`src/rtl/alu_funct_pkg.sv`:
```
// Shared funct-code constants and the multiplier's FSM state encoding.
// The ALU and the HI/LO multiply unit both import this package, so one
// decoder can drive both blocks.
package alu_funct_pkg;

  localparam int WIDTH_DEFAULT = 32;

  // MIPS R-type funct codes understood by the execute stage.
  localparam logic [5:0] AND   = 6'b100100;
  localparam logic [5:0] OR    = 6'b100101;
  localparam logic [5:0] ADD   = 6'b100000;
  localparam logic [5:0] SUB   = 6'b100010;
  localparam logic [5:0] SLT   = 6'b101010;
  localparam logic [5:0] MULTU = 6'b011001;
  localparam logic [5:0] MFHI  = 6'b010000;
  localparam logic [5:0] MFLO  = 6'b010010;

  // Multiplier control states.
  typedef enum logic [1:0] {
    IDLE = 2'd0,
    MUL  = 2'd1,
    DONE = 2'd2
  } state_t;

endpackage

```
`src/rtl/multu_hilo_unit_datapath.sv`:
```
// Shift-add datapath: product accumulator, shifting multiplicand and
// multiplier, and the iteration counter. Flags the final iteration.
module multu_datapath
  import alu_funct_pkg::*;
#(
  parameter int WIDTH = WIDTH_DEFAULT
) (
  input  logic               clk,
  input  logic               rst_n,
  input  logic               load,
  input  logic               step,
  input  logic [WIDTH-1:0]   a,
  input  logic [WIDTH-1:0]   b,
  output logic [2*WIDTH-1:0] sum,
  output logic               last
);

  localparam int CW = $clog2(WIDTH) + 1;
  localparam logic [CW-1:0] LAST_CNT = CW'(WIDTH - 1);

  logic [2*WIDTH-1:0] prod;
  logic [2*WIDTH-1:0] mcand;
  logic [WIDTH-1:0]   mplier;
  logic [CW-1:0]      cnt;

  // Running sum including this iteration's conditional add; the top
  // captures it into HI/LO on the last iteration.
  always_comb begin
    sum  = mplier[0] ? (prod + mcand) : prod;
    last = (cnt == LAST_CNT);
  end

  // Load operands at launch, then advance one shift-add step per edge.
  always_ff @(posedge clk or negedge rst_n) begin
    if (!rst_n) begin
      prod   <= '0;
      mcand  <= '0;
      mplier <= '0;
      cnt    <= '0;
    end else if (load) begin
      prod   <= '0;
      mcand  <= {{WIDTH{1'b0}}, a};
      mplier <= b;
      cnt    <= '0;
    end else if (step) begin
      prod   <= sum;
      mcand  <= mcand << 1;
      mplier <= mplier >> 1;
      cnt    <= cnt + CW'(1);
    end
  end

endmodule

```
`src/rtl/multu_hilo_unit.sv`:
```
// Sequential 32x32 unsigned multiplier with HI/LO result registers and
// MFHI/MFLO readback mux.
//
// Handshake: a multiply launches when start=1 and Signal=MULTU are seen
// at a rising edge while idle; busy is high for exactly WIDTH cycles,
// then done pulses for one cycle as HI/LO become valid. start while busy
// or done is dropped, never queued. dataOut is purely combinational on
// Signal and is not qualified by start.
module multu_hilo_unit
  import alu_funct_pkg::*;
#(
  parameter int WIDTH = WIDTH_DEFAULT
) (
  input  logic             clk,
  input  logic             rst_n,
  input  logic             start,
  input  logic [5:0]       Signal,
  input  logic [WIDTH-1:0] dataA,
  input  logic [WIDTH-1:0] dataB,
  output logic             busy,
  output logic             done,
  output logic [WIDTH-1:0] dataOut,
  output logic [WIDTH-1:0] hi,
  output logic [WIDTH-1:0] lo,
  output state_t           state_dbg
);

  state_t             state;
  state_t             state_next;
  logic               load;
  logic               step;
  logic               write_hilo;
  logic [2*WIDTH-1:0] sum;
  logic               last;

  multu_datapath #(.WIDTH(WIDTH)) u_datapath (
    .clk   (clk),
    .rst_n (rst_n),
    .load  (load),
    .step  (step),
    .a     (dataA),
    .b     (dataB),
    .sum   (sum),
    .last  (last)
  );

  // State register.
  always_ff @(posedge clk or negedge rst_n) begin
    if (!rst_n) state <= IDLE;
    else        state <= state_next;
  end

  // Next-state and datapath control.
  always_comb begin
    state_next = state;
    load       = 1'b0;
    step       = 1'b0;
    write_hilo = 1'b0;
    case (state)
      IDLE: begin
        if (start && (Signal == MULTU)) begin
          load       = 1'b1;
          state_next = MUL;
        end
      end
      MUL: begin
        step = 1'b1;
        if (last) begin
          write_hilo = 1'b1;
          state_next = DONE;
        end
      end
      DONE:    state_next = IDLE;
      default: state_next = IDLE;
    endcase
  end

  // HI/LO hold the previous result until the final iteration edge.
  always_ff @(posedge clk or negedge rst_n) begin
    if (!rst_n) begin
      hi <= '0;
      lo <= '0;
    end else if (write_hilo) begin
      hi <= sum[2*WIDTH-1:WIDTH];
      lo <= sum[WIDTH-1:0];
    end
  end

  // MFHI/MFLO readback; any other code reads zero.
  always_comb begin
    dataOut = '0;
    case (Signal)
      MFHI:    dataOut = hi;
      MFLO:    dataOut = lo;
      default: dataOut = '0;
    endcase
  end

  assign busy      = (state == MUL);
  assign done      = (state == DONE);
  assign state_dbg = state;

endmodule

```
`config.mk`:
```
export PLATFORM = sky130hd
export DESIGN_NAME = multu_hilo_unit
export DESIGN_NICKNAME = d
export VERILOG_FILES = /design/src/rtl/alu_funct_pkg.sv /design/src/rtl/multu_hilo_unit_datapath.sv /design/src/rtl/multu_hilo_unit.sv
export SDC_FILE = /design/constraint.sdc
export NUM_CORES = 1
export LEC_CHECK = 0
export CAP_MARGIN = 20
export CORE_MARGIN = 2
export CORE_UTILIZATION = 60
export CTS_CLUSTER_SIZE = 12
export DETAILED_ROUTE_END_ITERATION = 12
export PLACE_DENSITY = 0.84
export RECOVER_POWER = 50
export SYNTH_ARGS = -nofsm -noshare
export SYNTH_HDL_FRONTEND = slang
export SYNTH_HIERARCHICAL = 1
export SYNTH_SLANG_ARGS = --single-unit
```
`constraint.sdc`:
```
create_clock -name clk -period 8 [get_ports clk]
set_clock_uncertainty 0.2 [all_clocks]
set_input_delay 1.6 -clock clk [delete_from_list [all_inputs] [get_ports clk]]
set_output_delay 1.6 -clock clk [all_outputs]
set_load 0.02 [all_outputs]
```
==> summary.txt <==
Critical path
  – Worst r2r src: state_dbg[1]$_DFFE_PN0P_
  – Crit Path Category: reg -> reg
  – Critical-path cell list: nor2b_1, clkbuf_1, clkinv_1, nor2_2, buf_4, nand2_1, mux2i_1, mux2_2
  – Worst setup EP type: register
  – Slowest cell delay on critical path: 1.81 ns
  – Arr. time, crit path: 6.22 ns
  – CP Max Fanout: 35
  – Critical Path Slowest Stage Cell: clkbuf_1
  – Critical Path Source: state_dbg[1]$_DFFE_PN0P_
  – Type of origin of the critical path: register
  – WP data required: 8.22 ns

Pwr
  – Power density cells: 451 nW/um^2
  – Pleak: 7.89 nW
  – Worst VDD drop: 220 uV

Die
  – Starting Density: 60.6%
  – Die Y: 163 um
  – Row Count: 58
  – CORE AREA: 25,000 um^2
  – # IOs: 173
  – Die X: 163 um
  – DIE AREA: 26,600 um^2

Place
  – Post-place setup slack: 2.90 ns
  – GPL Wtd Cong: 0.929
  – Port bufs: 172
  – Dpl hpwl: 29,200 um

Global routing
  – Vias in the first global route: 12,446
  – GR Overflow Total: 0
  – Antenna violations before repair: 0
  – Largest net degree at the start of global routing: 156
  – First-pass GRT wire length: 66,300 um
  – Overall global routing resource usage: 31.2%

Synth
  – Synth cell types: 76
  – Post-synthesis sequential area ratio: 38.3%
  – Avg Inst Size Synth: 9.44 um^2
  – Async set-reset flop share out of synthesis: 100%
  – Post-synth EDFFs: 0
  – Post-Syn Area: 15,200 um^2
  – Synthesized instance count: 1,607
  – Syn nets: 1,745
  – Ys Warns: 6
  – Synth Flop Type: dfrtp_1
  – FF+latch count, synth: 232

Clocking
  – Clock Pin Slew Worst Setup and Hold Paths: 0.06 ns
  – CTS Sinks: 232
  – Max H-tree Level: 1
  – Postcts setup bufs: 0
  – Hold_buf cts: 0
  – CTS Buffer Depth: 3
  – CTS Buf Count: 26
  – Clock Latency Late Sink: 0.54 ns
  – PostCTS Resize Cnt: 0
  – CTS root buf: clkbuf_16
  – CTS tree: built

STA
  – Tmin final: 6.00 ns
  – RSZ-0062 raised after global routing: false
  – Setup total negative slack: 0 ns
  – Max Clk Rate: 0.167 GHz
  – Worst setup margin: 2.00 ns
  – Max Slew Vio Count: 213
  – Final period utilization: 75.0%
  – Slew headroom: -142%
  – Final hold violation count: 0
  – Tightest Pin Transition: 3.63 ns
  – Final number of setup-violating endpoints: 0

Worst hold path
  – Hold WC Path Type: reg -> reg
  – Hold_sp: hi[29]$_DFFE_PN0P_

Layout
  – Area growth, synth to finish: 17.6%
  – Layout cells sized above 1: 10.0%
  – Final layout net count: 1,865
  – Antenna cells: 0

Route
  – Via count: 12,905
  – DRT Wirelength: 42,000 um
  – Routed len/inst: 20.2 um
  – DR iter-0 viols: 1,078
  – Remaining DRCs: 0
  – Detail Route Antenna Nets: 0
  – DR vias/cell: 6.22
  – First-pass DRT Iterations: 5

Run
  – Max Cap Viol: 4

Outcome
  – Status: finished, violations left
  – Failing checks: capacitance limit, slew limit
[flip-flops by register name (all words and copies together), names as in the netlist]
| register | flops |
|---|---|
| hi | 32 |
| lo | 32 |
| state_dbg | 2 |
| u_datapath/cnt | 6 |
| u_datapath/mcand | 64 |
| u_datapath/mplier | 32 |
| u_datapath/prod | 64 |
[cells in the final DEF, fill, tap and decap left out, types with 41 or more instances in the layout]
cell,instances
mux2_2,52
nand2_1,169
dfrtp_1,231
ha_1,64
o21ai_0,122
nor2_1,138
a21oi_1,102
clkdlybuf4s50_1,169
mux2i_1,147
nand3_1,41
[worst max-delay path: cells and delay by family (launching register included)]
| kind | cells | cell delay (ns) |
|---|---|---|
| flip-flops | 1 | 0.47 |
| multiplexers | 2 | 0.50 |
| AND/OR/NAND/NOR | 3 | 1.21 |
| buffers and inverters | 3 | 3.46 |
[path summary, 6_finish.rpt]
check,end,slack (ns),cells after the start
worst max-delay path,u_datapath/prod[63]$_DFFE_PN0P_,2.00,8
worst min-delay path,hi[29]$_DFFE_PN0P_,0.34,1
worst max register to register,u_datapath/prod[63]$_DFFE_PN0P_,2.00,8
worst min register to register,hi[29]$_DFFE_PN0P_,0.34,1
max in group asynchronous,u_datapath/mplier[0]$_DFFE_PN0P_,2.49,2
min in group asynchronous,hi[17]$_DFFE_PN0P_,0.91,1
[layer usage]
metal | global-route usage, % | part of all wire [%]
met5 | 0 | 0
met4 | 9.45 | 3.0
met3 | 4.32 | 7.3
met2 | 50.6 | 46
met1 | 43.9 | 44
[cell families after synthesis]
family	count (synthesis)	share of synthesized area, %
and+or+nand+nor	485	14.7
AOI/OAI and AO/OA	402	17.2
muxes	248	18.4
DFF	232	38.3
buffers and inverters	132	3.64
adders and majority gates	65	5.41
xor gates and xnor gates	43	2.48
[stage by stage]
stage / instances / util (%) / instance area (um^2) / hold WS, ns / power (mW)
3_5_place_dp: 2028 / 68.0 / 17000 / 0.321 / 6.71
6_report: 2075 / 71.3 / 17900 / 0.343 / 8.05
5_1_grt: 2075 / 71.3 / 17900 / 0.365 / 8.58
4_1_cts: 2074 / 71.6 / 17900 / 0.347 / 8.00
3_3_place_gp: 2028 / 68.0 / 17000 / 0.319 / 6.57
2_1_floorplan: 1607 / - / 15200 / 0.303 / 5.36
[layout make-up]
class	instances	area, um^2
fillers	1923	7180
flip-flops and latches	232	5810
inverters	36	135
well taps	330	413
clock buffers	40	774
repair buffers	188	1860
clock inverters	6	113
multi-input cells	1243	8760
[synth_stat cells, drive strengths merged (19+ instances only)]
cell | number | area, um^2
nor2 | 140 | 526
o21ai | 125 | 629
nor3 | 22 | 110
nand4 | 21 | 131
inv | 35 | 131
a21o | 33 | 252
and3 | 20 | 125
nand3 | 41 | 205
ha | 64 | 801
xnor2 | 24 | 210
mux2i | 147 | 1470
xor2 | 19 | 166
buf | 24 | 145
a21oi | 106 | 546
dfrtp | 232 | 5810
clkbuf | 72 | 272
mux2 | 101 | 1320
nand2 | 170 | 641
[power breakdown]
part	leakage, nW	internal [mW]	switching, mW	total (mW)
Clock	0.433	0.759	0.485	1.24
Combinational	4.55	2.00	2.69	4.69
Sequential	2.90	1.65	0.464	2.12
Note: power is estimated with default switching activity, not from simulation.
